==> config.mk <==
export PLATFORM = sky130hd
export DESIGN_NAME = sh2_ext_bus_target
export DESIGN_NICKNAME = d
export VERILOG_FILES = /design/src/rtl/sh2_ext_bus_target.sv
export SDC_FILE = /design/constraint.sdc
export NUM_CORES = 1
export LEC_CHECK = 0
export CORE_ASPECT_RATIO = 1.1
export CORE_MARGIN = 2
export CORE_UTILIZATION = 46
export CTS_CLUSTER_DIAMETER = 150
export DETAILED_ROUTE_END_ITERATION = 8
export GPL_ROUTABILITY_DRIVEN = 1
export PLACE_DENSITY = 0.8
export REMOVE_ABC_BUFFERS = 1
export SLEW_MARGIN = 20
export SYNTH_ARGS = -nofsm -noshare
export SYNTH_HDL_FRONTEND = slang
export SYNTH_SLANG_ARGS = --single-unit
==> constraint.sdc <==
create_clock -name CLK -period 5.6 [get_ports CLK]
set_input_delay 0.84 -clock CLK [delete_from_list [all_inputs] [get_ports CLK]]
set_output_delay 0.84 -clock CLK [all_outputs]
set_load 0.02 [all_outputs]
==> src/rtl/sh2_ext_bus_target.sv <==
// SH-2 external bus responder: decodes one chip-select area and forwards it to a local memory port.
// Latency: WAIT_N low from the BS_N cycle until MEM_RDY is seen and at least MIN_WAIT CE_R cycles elapse.
// Backpressure: WAIT_N stalls the bus master; the local port stalls us by withholding MEM_RDY.
module sh2_ext_bus_target #(
    parameter int ADDR_W   = 24,
    parameter int MIN_WAIT = 1,
    parameter int RD_HOLD  = 1
) (
    input  logic              CLK,
    input  logic              RST,
    input  logic              CE_R,
    input  logic [26:0]       A,
    input  logic [31:0]       DO,
    output logic [31:0]       DI,
    input  logic              BS_N,
    input  logic              CS_N,
    input  logic              RD_N,
    input  logic [3:0]        WE_N,
    output logic              WAIT_N,
    output logic [ADDR_W-3:0] MEM_A,
    output logic [31:0]       MEM_DO,
    output logic [3:0]        MEM_BE,
    output logic              MEM_WE,
    output logic              MEM_RD,
    input  logic [31:0]       MEM_DI,
    input  logic              MEM_RDY
);

    typedef enum logic [2:0] {IDLE, ADDR, REQ, WAITR, DONE} state_t;

    localparam logic [2:0] MIN_WAIT_C = 3'(MIN_WAIT);
    localparam logic [7:0] RD_HOLD_C  = 8'(RD_HOLD);

    state_t      state;
    logic [2:0]  wait_cnt;
    logic [7:0]  hold_cnt;
    logic        rdy_seen;
    logic        is_rd;
    logic [31:0] rd_buf;

    logic        start;
    logic        busy;
    logic        rdy_any;
    logic [31:0] rd_now;
    logic        unused_a;

    assign start    = !CS_N && !BS_N;
    assign busy     = (state == REQ) || (state == WAITR);
    assign rdy_any  = rdy_seen || MEM_RDY;
    assign rd_now   = MEM_RDY ? MEM_DI : rd_buf;
    assign unused_a = ^{A[26:ADDR_W], A[1:0]};

    always_ff @(posedge CLK or posedge RST) begin
        if (RST) begin
            state    <= IDLE;
            wait_cnt <= '0;
            hold_cnt <= '0;
            rdy_seen <= 1'b0;
            is_rd    <= 1'b0;
            rd_buf   <= '0;
            DI       <= '0;
            WAIT_N   <= 1'b1;
            MEM_A    <= '0;
            MEM_DO   <= '0;
            MEM_BE   <= '0;
            MEM_WE   <= 1'b0;
            MEM_RD   <= 1'b0;
        end else begin
            // Completion is latched on every clock so a pulse during CE_R=0 is not lost.
            if (busy && MEM_RDY) begin
                rdy_seen <= 1'b1;
                rd_buf   <= MEM_DI;
            end
            if (CE_R) begin
                case (state)
                    IDLE: begin
                        if (start) begin
                            MEM_A    <= A[ADDR_W-1:2];
                            WAIT_N   <= 1'b0;
                            wait_cnt <= MIN_WAIT_C;
                            state    <= ADDR;
                        end
                    end
                    ADDR: begin
                        if (CS_N) begin
                            WAIT_N <= 1'b1;
                            state  <= IDLE;
                        end else if (WE_N != 4'hF) begin
                            MEM_DO   <= DO;
                            MEM_BE   <= ~WE_N;
                            MEM_WE   <= 1'b1;
                            is_rd    <= 1'b0;
                            rdy_seen <= 1'b0;
                            state    <= REQ;
                        end else if (!RD_N) begin
                            MEM_BE   <= 4'hF;
                            MEM_RD   <= 1'b1;
                            is_rd    <= 1'b1;
                            rdy_seen <= 1'b0;
                            state    <= REQ;
                        end
                    end
                    REQ, WAITR: begin
                        MEM_WE <= 1'b0;
                        MEM_RD <= 1'b0;
                        if (wait_cnt == 3'd0 && rdy_any) begin
                            WAIT_N   <= 1'b1;
                            if (is_rd) DI <= rd_now;
                            hold_cnt <= RD_HOLD_C;
                            rdy_seen <= 1'b0;
                            state    <= DONE;
                        end else begin
                            if (wait_cnt != 3'd0) wait_cnt <= wait_cnt - 3'd1;
                            state <= WAITR;
                        end
                    end
                    DONE: begin
                        if (RD_N || hold_cnt <= 8'd1) begin
                            DI       <= '0;
                            hold_cnt <= '0;
                        end else begin
                            hold_cnt <= hold_cnt - 8'd1;
                        end
                        // Back-to-back cycle: the next BS_N is accepted without an IDLE gap.
                        if (start) begin
                            MEM_A    <= A[ADDR_W-1:2];
                            WAIT_N   <= 1'b0;
                            wait_cnt <= MIN_WAIT_C;
                            state    <= ADDR;
                        end else if (CS_N) begin
                            DI    <= '0;
                            state <= IDLE;
                        end
                    end
                    default: state <= IDLE;
                endcase
            end
        end
    end

endmodule

## Word-level counts from Yosys, hierarchy flattened

Index checks and enable logic that the tools add are counted.
Widths: inputs -> output; s select.

- Latch bits: 0
- Memory bits (read-only): 0
- Output and inout port bits: 93
- Memories: 0
- Input port bits: 102
- Register bits after elaboration: 141
- Memory bits (writable): 0

- Multiply operators: 0
- Bitwise gates (word level): 2
- Reduce and logical (&&, ||, !) cells: 27
- Mux-type cells: 42
- Add/sub/neg operators: 2
- Shifts and indexed selects: 0
- Divide/modulo/power cells: 0
- Eq/ne operators: 19
- Order comparisons: 1

Operator list:

| cell | count |
|---|---|
| $mux 32 | 6 |
| $pmux 32 s2 | 1 |
| $mux 3 | 9 |
| $ne 2x2->1 const B | 10 |
| $reduce_and 4->1 | 5 |
| $mux 8 | 2 |
| $pmux 8 s2 | 1 |
| $mux 1 | 15 |
| $reduce_and 5->1 | 3 |
| $pmux 3 s4 | 1 |
| $le 8x1->1 const B | 1 |
| $mux 4 | 2 |
| $ne 4x4->1 const B | 2 |
| $sub 8x1->8 const B | 1 |
| $eq 3x2->1 const B | 2 |
| $logic_not 3->1 | 2 |
| $pmux 1 s2 | 3 |
| $pmux 3 s2 | 1 |
| $reduce_and 3->1 | 2 |
| $reduce_bool 2->1 | 3 |
| $reduce_bool 3->1 | 2 |
| $ne 2x1->1 const B | 2 |
| $not 4->4 | 1 |
| $reduce_or 2->1 | 2 |
| other kinds (9) | 14 |

## Depth between registers and ports, before layout

Gate-level depths: netlist (run 1).

- Depth in word-level cells: 9
- Mapped depth: 7
- Gate-level depth less buffers: 6

## Worst setup path after synthesis (run 1)

Ideal clock, no wire load.

- Path type: input port to flip-flop
- From: input port CE_R
- To: register MEM_DO[0]
- Stages on the path: 5
- Path buffers: 1
- Data arrival time: 2.108 ns
- Setup time: 0.125 ns
- Slack: 3.367 ns
- Path through: nand2b_1 or3_1 nor2_2 buf_2 mux2_2

- Word-level cells in the longest chain between the ends: 1

Ends and longest elaborated chain:

| what | RTL line | RTL |
|---|---|---|
| start, declared | 11 | `input logic CE_R,` |
| $reduce_and 4->1 (no source line) | n/a |  |
| end signal, assigned | 64 | `MEM_DO <= '0;` |
| end signal, assigned | 89 | `MEM_DO <= DO;` |
| end, declared | 21 | `output logic [31:0] MEM_DO,` |

Every way passes these cells.
A chain may end at the register's enable or synchronous reset.

## Final worst setup path (run 1)

- From: input port CE_R
- To: register MEM_DO[15]

Same word-level chain as after synthesis.

==> qor.csv, run 1 <==
stage,metric,value,unit
setup_path,CP arrival,3070,ps
logic_synthesis,top post-synthesis cells by area,"dfrtp_1 (59%), mux2_2 (16%), mux2i_1 (5.5%)",
logic_synthesis,Post-synth ARST share,100,%
logic_synthesis,post-synthesis cell area,0.00596,mm²
finish,NumNets Final,732,
clock_tree,CTS tree,built,
placed_design,gp weighted congestion,0.836,
finish,"Design Area, Final",0.00858,mm²
global_routing,GRT overflow,0,
worst_hold_path,Worst Hold Class,flop to flop,
logic_synthesis,post-synth top area share,58.8,%
drt,DRT Wirelength,14800,µm
finish,layout cells sized above 1,20.8,%
run,Max Cap Viol,0,
sta,Slew HR,39.7,%
die,Initial Utilization,47.1,%
logic_synthesis,Unique masters post-synth,48,
placed_design,pre-CTS setup slack,2450,ps
global_routing,total track usage,21.7,%
clock_tree,Clock Latency Late Sink,420,ps
logic_synthesis,dominant cell type by area after synthesis,dfrtp_1,
sta,fin crit share,49.3,%
power_and_ir_drop,"Power, Total",0.00484,W
logic_synthesis,"Primary FF master, synth",dfrtp_1,
sta,fmax,363,MHz
power_and_ir_drop,Peak supply drop,0.000317,V
global_routing,largest net degree at the start of global routing,103,
die,Die Width,113,µm
setup_path,CP Capture Type,flop,
drt,post-route ant nets,0,
sta,skew final,5.50,ps
drt,routed vias/inst,5.37,
outcome,status,completed,
die,Die Height,123,µm
die,die footprint,0.0139,mm²
clock_tree,CTS hold repair buffers,0,
sta,crit path time final,2760,ps
logic_synthesis,Post-synth EDFFs,0,
sta,PnR worst setup slack,2840,ps
clock_tree,CTS resizes,0,
logic_synthesis,Mapped Cells,433,
sta,RSZ-0062 raised after global routing,false,
clock_tree,CTS H-tree lvls,4,
global_routing,initial antenna violation count,0,
drt,number of remaining DRC errors,0,
finish,Final Core Density,67.9,%
logic_synthesis,Synth Register Bits,141,
clock_tree,CTS Buf Count,17,
placed_design,hpwl dp,9880,µm
sta,Worst Tran Pin Value,904,ps
clock_tree,post-CTS setup buffer count,0,
placed_design,port bufs,189,
setup_path,kind of critical path,primary input to flop,
global_routing,vias in the first global route,4583,
setup_path,Critical Path Fanout Max,36,
power_and_ir_drop,power density cells,564,mW/mm²
sta,Setup TNS,0,ps
clock_tree,CTS Root Buffer Type,clkbuf_16,
setup_path,critical path data required time,5910,ps
logic_synthesis,Mapped Avg Cell Area,13.8,µm²
sta,Pins Over Slew Limit,0,
drt,TritonRoute pass-1 iters,6,
clock_tree,"Reg clk slew, reported paths",60,ps
finish,Area Growth Syn to Fin,44.0,%
sta,Final Hold Viols,0,
drt,WL/cell,18.6,µm
logic_synthesis,most frequent cell after synthesis,dfrtp_1,
logic_synthesis,register area share after synthesis,59.2,%
sta,Final Setup Violations,0,
finish,ant diodes,0,
die,core region area,0.0126,mm²
drt,vias,4274,
logic_synthesis,Synth top cells by count,"dfrtp_1 (140), mux2_2 (86), mux2i_1 (33), o2bb2ai_1 (33), nor2_1 (14)",
clock_tree,CTS Buffer Depth,2,
drt,initial drt markers,188,
global_routing,first-pass GRT wire length,23300,µm
logic_synthesis,Yosys warning total,0,
placed_design,placed inst area,0.00799,mm²
power_and_ir_drop,leakage,3.67,nW
setup_path,critical path startpoint category,primary input,
die,io pins,195,
clock_tree,# clock sinks,141,
die,# rows,43,
[cells by family (layout without fill, tap and decap cells)]
kind of cell    Yosys count  after routing  synth area share, %
flops                   141            141                 59.2
mux                     120            120                 22.0
compound gates           77             77                 9.87
simple gates             62             62                 5.79
buf+inv                  29            235                 2.29
fa+ha+maj                 4              4                0.840
[path summary, 6_finish.rpt]
kind,startpoint,end,slack (ps),cells after the start
worst max-delay path,CE_R,MEM_DO[15],2840,6
worst min-delay path,MEM_DO[18],MEM_DO[18],490,1
worst max register to register,hold_cnt[2],DI[21],3240,5
worst min register to register,MEM_DO[18],MEM_DO[18],490,1
max in group asynchronous,RST,DI[11],3510,3
min in group asynchronous,RST,rd_buf[2],980,2
[layout by cell type (no fill, tap or decap), types with 3 or more instances in the layout]
master             n
clkbuf_16         17
nand2b_1           7
inv_1              6
clkinv_2           4
dfrtp_1          140
o2bb2ai_1         33
a21oi_1           10
mux2_2            86
nand3_1            4
nor2_1            14
clkdlybuf4s50_1  188
o21ai_0            9
clkinv_4           3
clkinvlp_4         4
nand2_1           10
mux2i_1           33
a31oi_1            3
a22o_1             4
nand4_1            3
ha_1               4
nor3_1             4
buf_4              7
[sequential cells by signal, summed over array words and instances (netlist names)]
name / flops
DI: 32
MEM_A: 22
MEM_BE: 4
MEM_DO: 32
MEM_RD: 1
MEM_WE: 1
WAIT_N: 1
hold_cnt: 8
is_rd: 1
rd_buf: 32
rdy_seen: 1
state: 3
wait_cnt: 3
[per-stage QoR]
step,hold slack (ps),std cells
2_1_floorplan,456,411
3_3_place_gp,469,764
3_5_place_dp,473,764
4_1_cts,491,796
5_1_grt,505,796
6_report,487,796
[routing by layer]
| layer | share of wire (%) | up-vias | routed length, µm | track usage (%) |
|---|---|---|---|---|
| li1 | - | 1990 | - | - |
| met1 | 38 | 2146 | 5620 | 25.0 |
| met2 | 54 | 121 | 8050 | 38.4 |
| met4 | 1.5 | 0 | 220 | 7.32 |
| met3 | 6.0 | 17 | 887 | 6.96 |
| met5 | 0 | - | 0 | 0 |
[where the power goes]
group | internal, W | leakage (nW) | switching, W
Clock | 0.000666 | 0.278 | 0.000441
Sequential | 0.00148 | 1.75 | 0.000285
Combinational | 0.00105 | 1.64 | 0.000923
[layout make-up]
type                       instances  area, µm²
fill                             916       4060
sequential                       141       3530
multi-input combinational        263       2300
timing repair buffer             196       1940
clock buffer                      18        439
tap                              157        196
clock inverter                    14        145
inverter                           7       31.3
[critical path, cell delays in order]
cell and delay [ps]:
clkdlybuf4s50_1 750, nand2b_1 170, or3_1 380, nor2_2 90, buf_4 400, mux2_2 410
Power figures use the tool's default switching activity.
==> run 2: changes to the inputs <==
- CORE_UTILIZATION: 46 -> 42
- PLACE_DENSITY: 0.8 -> 0.77
- clock period: 5.6 -> 2.4 ns (I/O delays scaled with it)
==> run 2 against run 1 <==
Net effect:
- sequential cell count did not move
- routed wire length down 2.5%
- clock power grew 140%
- setup slack lost 2700 ps
- largest power group unchanged
==> qor.csv, run 2 (synthesis gave the netlist of run 1 again) <==
stage,metric,value,unit
clock_tree,CTS Buf Count,17,
global_routing,GR Layer Usage met3,6.96,%
global_routing,met1 Track Usage GR,21.7,%
placed_design,port bufs,189,
setup_path,CP arrival,2550,ps
power_and_ir_drop,Gate power share,40.5,%
clock_tree,# clock sinks,141,
die,die footprint,0.0152,mm²
finish,Area Growth Syn to Fin,46.4,%
global_routing,largest net degree at the start of global routing,68,
power_and_ir_drop,switching part of the total,33.4,%
setup_path,CP Cell Sequence,"or4_4, o41ai_1, o21ai_0, a22o_1",
global_routing,initial antenna violation count,1,
power_and_ir_drop,power density cells,1300,mW/mm²
die,io pins,195,
setup_path,Critical Path Fanout Max,6,
power_and_ir_drop,Reg power frac,36.2,%
clock_tree,Clock Latency Late Sink,410,ps
power_and_ir_drop,clock power share,23.3,%
finish,layout cells sized above 1,21.1,%
global_routing,vias in the first global route,4595,
drt,TritonRoute pass-1 iters,4,
placed_design,gp weighted congestion,0.828,
drt,routed vias/inst,5.28,
setup_path,Crit-path slowest cell,o41ai_1,
global_routing,GRT overflow,0,
sta,skew final,6.29,ps
setup_path,critical path data required time,2700,ps
clock_tree,CTS H-tree lvls,4,
finish,"most common cell after layout, fill and taps aside",clkdlybuf4s50_1,
finish,leading registers by flop count,"DI (32), MEM_DO (32), rd_buf (32)",
setup_path,CP Capture Type,flop,
outcome,status,completed,
setup_path,kind of critical path,flop to flop,
finish,"Design Area, Final",0.00872,mm²
clock_tree,"Reg clk slew, reported paths",60,ps
clock_tree,CTS tree,built,
sta,RSZ-0062 raised after global routing,false,
placed_design,placed inst area,0.00812,mm²
clock_tree,CTS Buffer Depth,2,
drt,DRT Wirelength,14400,µm
drt,number of remaining DRC errors,0,
sta,crit path time final,2250,ps
sta,Worst Tran Pin Value,700,ps
clock_tree,CTS Root Buffer Type,clkbuf_16,
sta,fmax,445,MHz
clock_tree,CTS hold repair buffers,0,
sta,Final Setup Violations,0,
sta,Pins Over Slew Limit,0,
clock_tree,CTS resizes,0,
drt,initial drt markers,219,
finish,NumNets Final,738,
setup_path,critical path startpoint category,flop,
drt,vias,4401,
run,Max Cap Viol,0,
die,# rows,45,
sta,fin crit share,93.7,%
die,Die Height,129,µm
power_and_ir_drop,Peak supply drop,0.000661,V
setup_path,CP top delay family,compound AO/OA/AOI/OAI gates,
die,core region area,0.0139,mm²
drt,WL/cell,17.3,µm
drt,post-route ant nets,0,
sta,Setup TNS,0,ps
global_routing,total track usage,19.8,%
power_and_ir_drop,leakage,3.72,nW
global_routing,GR Layer Usage met2,35.0,%
setup_path,buffers and inverters on the worst path,0,
worst_hold_path,Worst Hold Class,primary input to async pin,
placed_design,hpwl dp,10000,µm
global_routing,global route hottest layer,met2,
finish,most frequent cells in the layout,"clkdlybuf4s50_1 (188), dfrtp_1 (140), mux2_2 (86)",
clock_tree,post-CTS setup buffer count,0,
die,Die Width,118,µm
power_and_ir_drop,Internal Power,0.00756,W
setup_path,Critical Path Max Stage Delay,660,ps
global_routing,first-pass GRT wire length,23600,µm
sta,Final Hold Viols,0,
die,Initial Utilization,43.0,%
sta,Slew HR,52.7,%
power_and_ir_drop,P_sw,0.00380,W
==> run 2: metal layers <==
layer	wire length, µm	vias up	part of all wire, %
li1	-	2009	-
met1	5520	2207	38
met2	7580	164	53
met3	999	21	6.9
met4	318	0	2.2
met5	0	-	0
==> run 2: final cells by class <==
cell class | instances | area, µm²
diodes | 1 | 2.50
clock buffers | 19 | 433
clock inverters | 13 | 163
fillers | 1099 | 5130
inverters | 7 | 31.3
multi-input cells | 263 | 2290
flip-flops and latches | 141 | 3530
well taps | 188 | 235
repair buffers | 202 | 2030
==> run 2: worst register-to-register path, stage by stage, from the launching register on <==
cell and delay, ps:
dfrtp_1 430, or4_4 590, o41ai_1 660, o21ai_0 190
a22o_1 260
==> run 2: path summary, 6_finish.rpt <==
kind	slack, ps	endpoint	depth (start not counted)	from
max	150	hold_cnt[7]	4	hold_cnt[2]
min	280	MEM_A[4]	2	RST
max reg2reg	150	hold_cnt[7]	4	hold_cnt[2]
min reg2reg	490	DI[8]	1	DI[8]
max in group asynchronous	1510	DI[2]	3	RST
min in group CLK	320	rdy_seen	3	MEM_RDY
==> run 2: stage by stage <==
step	setup WS [ps]	util, %	total power [W]	std cells	hold slack, ps
floorplan	-1740	-	0.00658	411	423
global placement	188	58.7	0.00857	801	470
detailed placement	164	58.7	0.00876	801	473
CTS	161	63.0	0.0115	833	273
global route	7.51	63.0	0.0120	834	289
finish	152	63.0	0.0114	834	279
==> run 2: power groups by stage <==
stage                     registers (W)  logic [W]  clock network (W)
after CTS                       0.00412    0.00466            0.00270
after detailed placement        0.00413    0.00463                  0
after global routing            0.00425    0.00491            0.00281
after floorplan                 0.00488    0.00170                  0
after global placement          0.00406    0.00451                  0
final                           0.00411    0.00460            0.00264
==> run 3: changes to the inputs <==
- CORE_UTILIZATION: 42 -> 43
- CTS_BUF_LIST: unset -> sky130_fd_sc_hd__clkbuf_8
- PLACE_DENSITY: 0.77 -> 0.79
==> run 3 against run 2 <==
Net effect:
- sequential cell count did not move
- combinational power barely moved
- via count fell by 0.77%
- non-clock buffer count rose by 2
- first-iteration DRC count fell by 5.5%
- highest routed layer unchanged
==> qor.csv, run 3 (synthesis gave the netlist of run 1 again) <==
stage,metric,value,unit
drt,number of remaining DRC errors,0,
finish,fill count,1061,
power_and_ir_drop,"Power, Total",0.0105,W
setup_path,Critical Path Max Stage Delay,630,ps
setup_path,Crit-path slowest cell,o41ai_1,
global_routing,vias in the first global route,4717,
global_routing,GRT overflow,0,
finish,area of the multi-input gates,0.00229,mm²
drt,WL/cell,17.1,µm
power_and_ir_drop,Peak supply drop,0.000643,V
die,Initial Utilization,43.6,%
drt,vias,4367,
placed_design,pre-CTS setup slack,185,ps
sta,hold_ws,315,ps
clock_tree,CTS H-tree lvls,4,
drt,TritonRoute pass-1 iters,4,
global_routing,largest net degree at the start of global routing,58,
setup_path,Critical Path Fanout Max,6,
die,Die Width,116,µm
drt,post-route ant nets,0,
worst_hold_path,Worst Hold Class,primary input to flop,
clock_tree,CTS Buffer Depth,2,
clock_tree,post-CTS setup buffer count,0,
finish,"most common cell after layout, fill and taps aside",clkdlybuf4s50_1,
sta,crit path time final,2220,ps
clock_tree,"Reg clk slew, reported paths",70,ps
die,core region area,0.0137,mm²
sta,RSZ-0062 raised after global routing,false,
setup_path,CP Capture Type,flop,
die,Die Height,127,µm
setup_path,critical path startpoint category,flop,
finish,NumNets Final,740,
sta,Slew HR,55.8,%
die,io pins,195,
clock_tree,CTS hold repair buffers,0,
clock_tree,Clock Latency Late Sink,430,ps
setup_path,R2R setup slack,180,ps
worst_hold_path,Hold Crit Start,MEM_RDY,
sta,Final Hold Viols,0,
die,# rows,45,
worst_hold_path,hold depth,3,
setup_path,worst r2r src,hold_cnt[2],
worst_hold_path,Hold EP,rdy_seen,
finish,fin cells,830,
drt,routed vias/inst,5.26,
clock_tree,# clock sinks,141,
sta,Worst Tran Pin Value,655,ps
drt,initial drt markers,207,
global_routing,initial antenna violation count,0,
global_routing,first-pass GRT wire length,23100,µm
setup_path,kind of critical path,flop to flop,
clock_tree,CTS Buf Count,17,
setup_path,critical path data required time,2720,ps
sta,PnR worst setup slack,181,ps
setup_path,CP arrival,2540,ps
finish,leading registers by flop count,"DI (32), MEM_DO (32), rd_buf (32)",
setup_path,R2R depth,4,
run,Max Cap Viol,0,
sta,fin crit share,92.5,%
setup_path,Worst Setup SP,hold_cnt[2],
placed_design,gp weighted congestion,0.848,
clock_tree,CTS Root Buffer Type,clkbuf_8,
finish,ant diodes,0,
placed_design,port bufs,189,
setup_path,CP Cell Sequence,"or4_4, o41ai_1, o21ai_0, a22o_1",
finish,Area Growth Syn to Fin,42.5,%
sta,skew final,9.85,ps
power_and_ir_drop,leakage,3.63,nW
sta,Pins Over Slew Limit,0,
clock_tree,CTS tree,built,
sta,Final Setup Violations,0,
global_routing,total track usage,20.1,%
setup_path,r2r endpoint,hold_cnt[7],
placed_design,placed cells,803,
clock_tree,CTS resizes,0,
placed_design,hpwl dp,10200,µm
finish,Reg area,0.00353,mm²
drt,DRT Wirelength,14200,µm
finish,layout cells sized above 1,20.9,%
die,die footprint,0.0148,mm²
power_and_ir_drop,power density cells,1240,mW/mm²
finish,most frequent cells in the layout,"clkdlybuf4s50_1 (188), dfrtp_1 (140), mux2_2 (86)",
outcome,status,completed,
sta,fmax,451,MHz
==> run 3: changes by cell type in the layout (fill, tap and decap cells not counted), moves of 2 or more <==
cell,delta
clkbuf_16,-17
clkbuf_8,+20
clkbuf_1,-2
clkinv_2,-2
inv_6,-2
buf_4,+3
==> run 3: where the power goes <==
group	internal (W)	total, W	switching (W)	leakage [nW]
Combinational	0.00246	0.00459	0.00213	1.69
Sequential	0.00345	0.00409	0.000641	1.75
Clock	0.000975	0.00181	0.000834	0.186
==> run 3: worst max-delay path by stage <==
| stage | end | slack (ps) | cells past startpoint |
|---|---|---|---|
| 3_3_place_gp | MEM_DO[12] | 190 | 6 |
| 2_1_floorplan | DI[0] | -1740 | 1 |
| 6_report | hold_cnt[7] | 180 | 4 |
| 5_1_grt | hold_cnt[7] | 30 | 4 |
| 4_1_cts | hold_cnt[7] | 200 | 4 |
| 3_5_place_dp | hold_cnt[4] | 180 | 5 |
==> run 3: cell type report <==
class / count / share of cell area, %
Sequential cell: 141 / 41.6
Tap cell: 188 / 2.77
Inverter: 7 / 0.368
Timing Repair Buffer: 204 / 24.0
Multi-Input combinational cell: 263 / 27.0
Clock buffer: 20 / 3.24
Clock inverter: 7 / 1.09
==> run 3: routing by layer <==
metal | vias to the layer above | global-route usage [%] | part of all wire, %
met3 | 30 | 7.07 | 7.2
met2 | 154 | 34.6 | 52
li1 | 2006 | - | -
met4 | 0 | 9.59 | 2.9
met5 | - | 0 | 0
met1 | 2177 | 22.0 | 38
==> run 3: metrics by stage <==
step	setup TNS (ps)	instance area [µm²]	utilization, %
finish	0	8490	62.1
global route	0	8490	62.1
CTS	0	8490	62.1
detailed placement	0	8130	59.4
global placement	0	8130	59.4
floorplan	-254440	5850	-
==> run 3: critical path, delay by kind of cell (launching register included) <==
family | cells | cell delay [ps]
compound gates | 3 | 1100
flops | 1 | 440
simple gates | 1 | 580
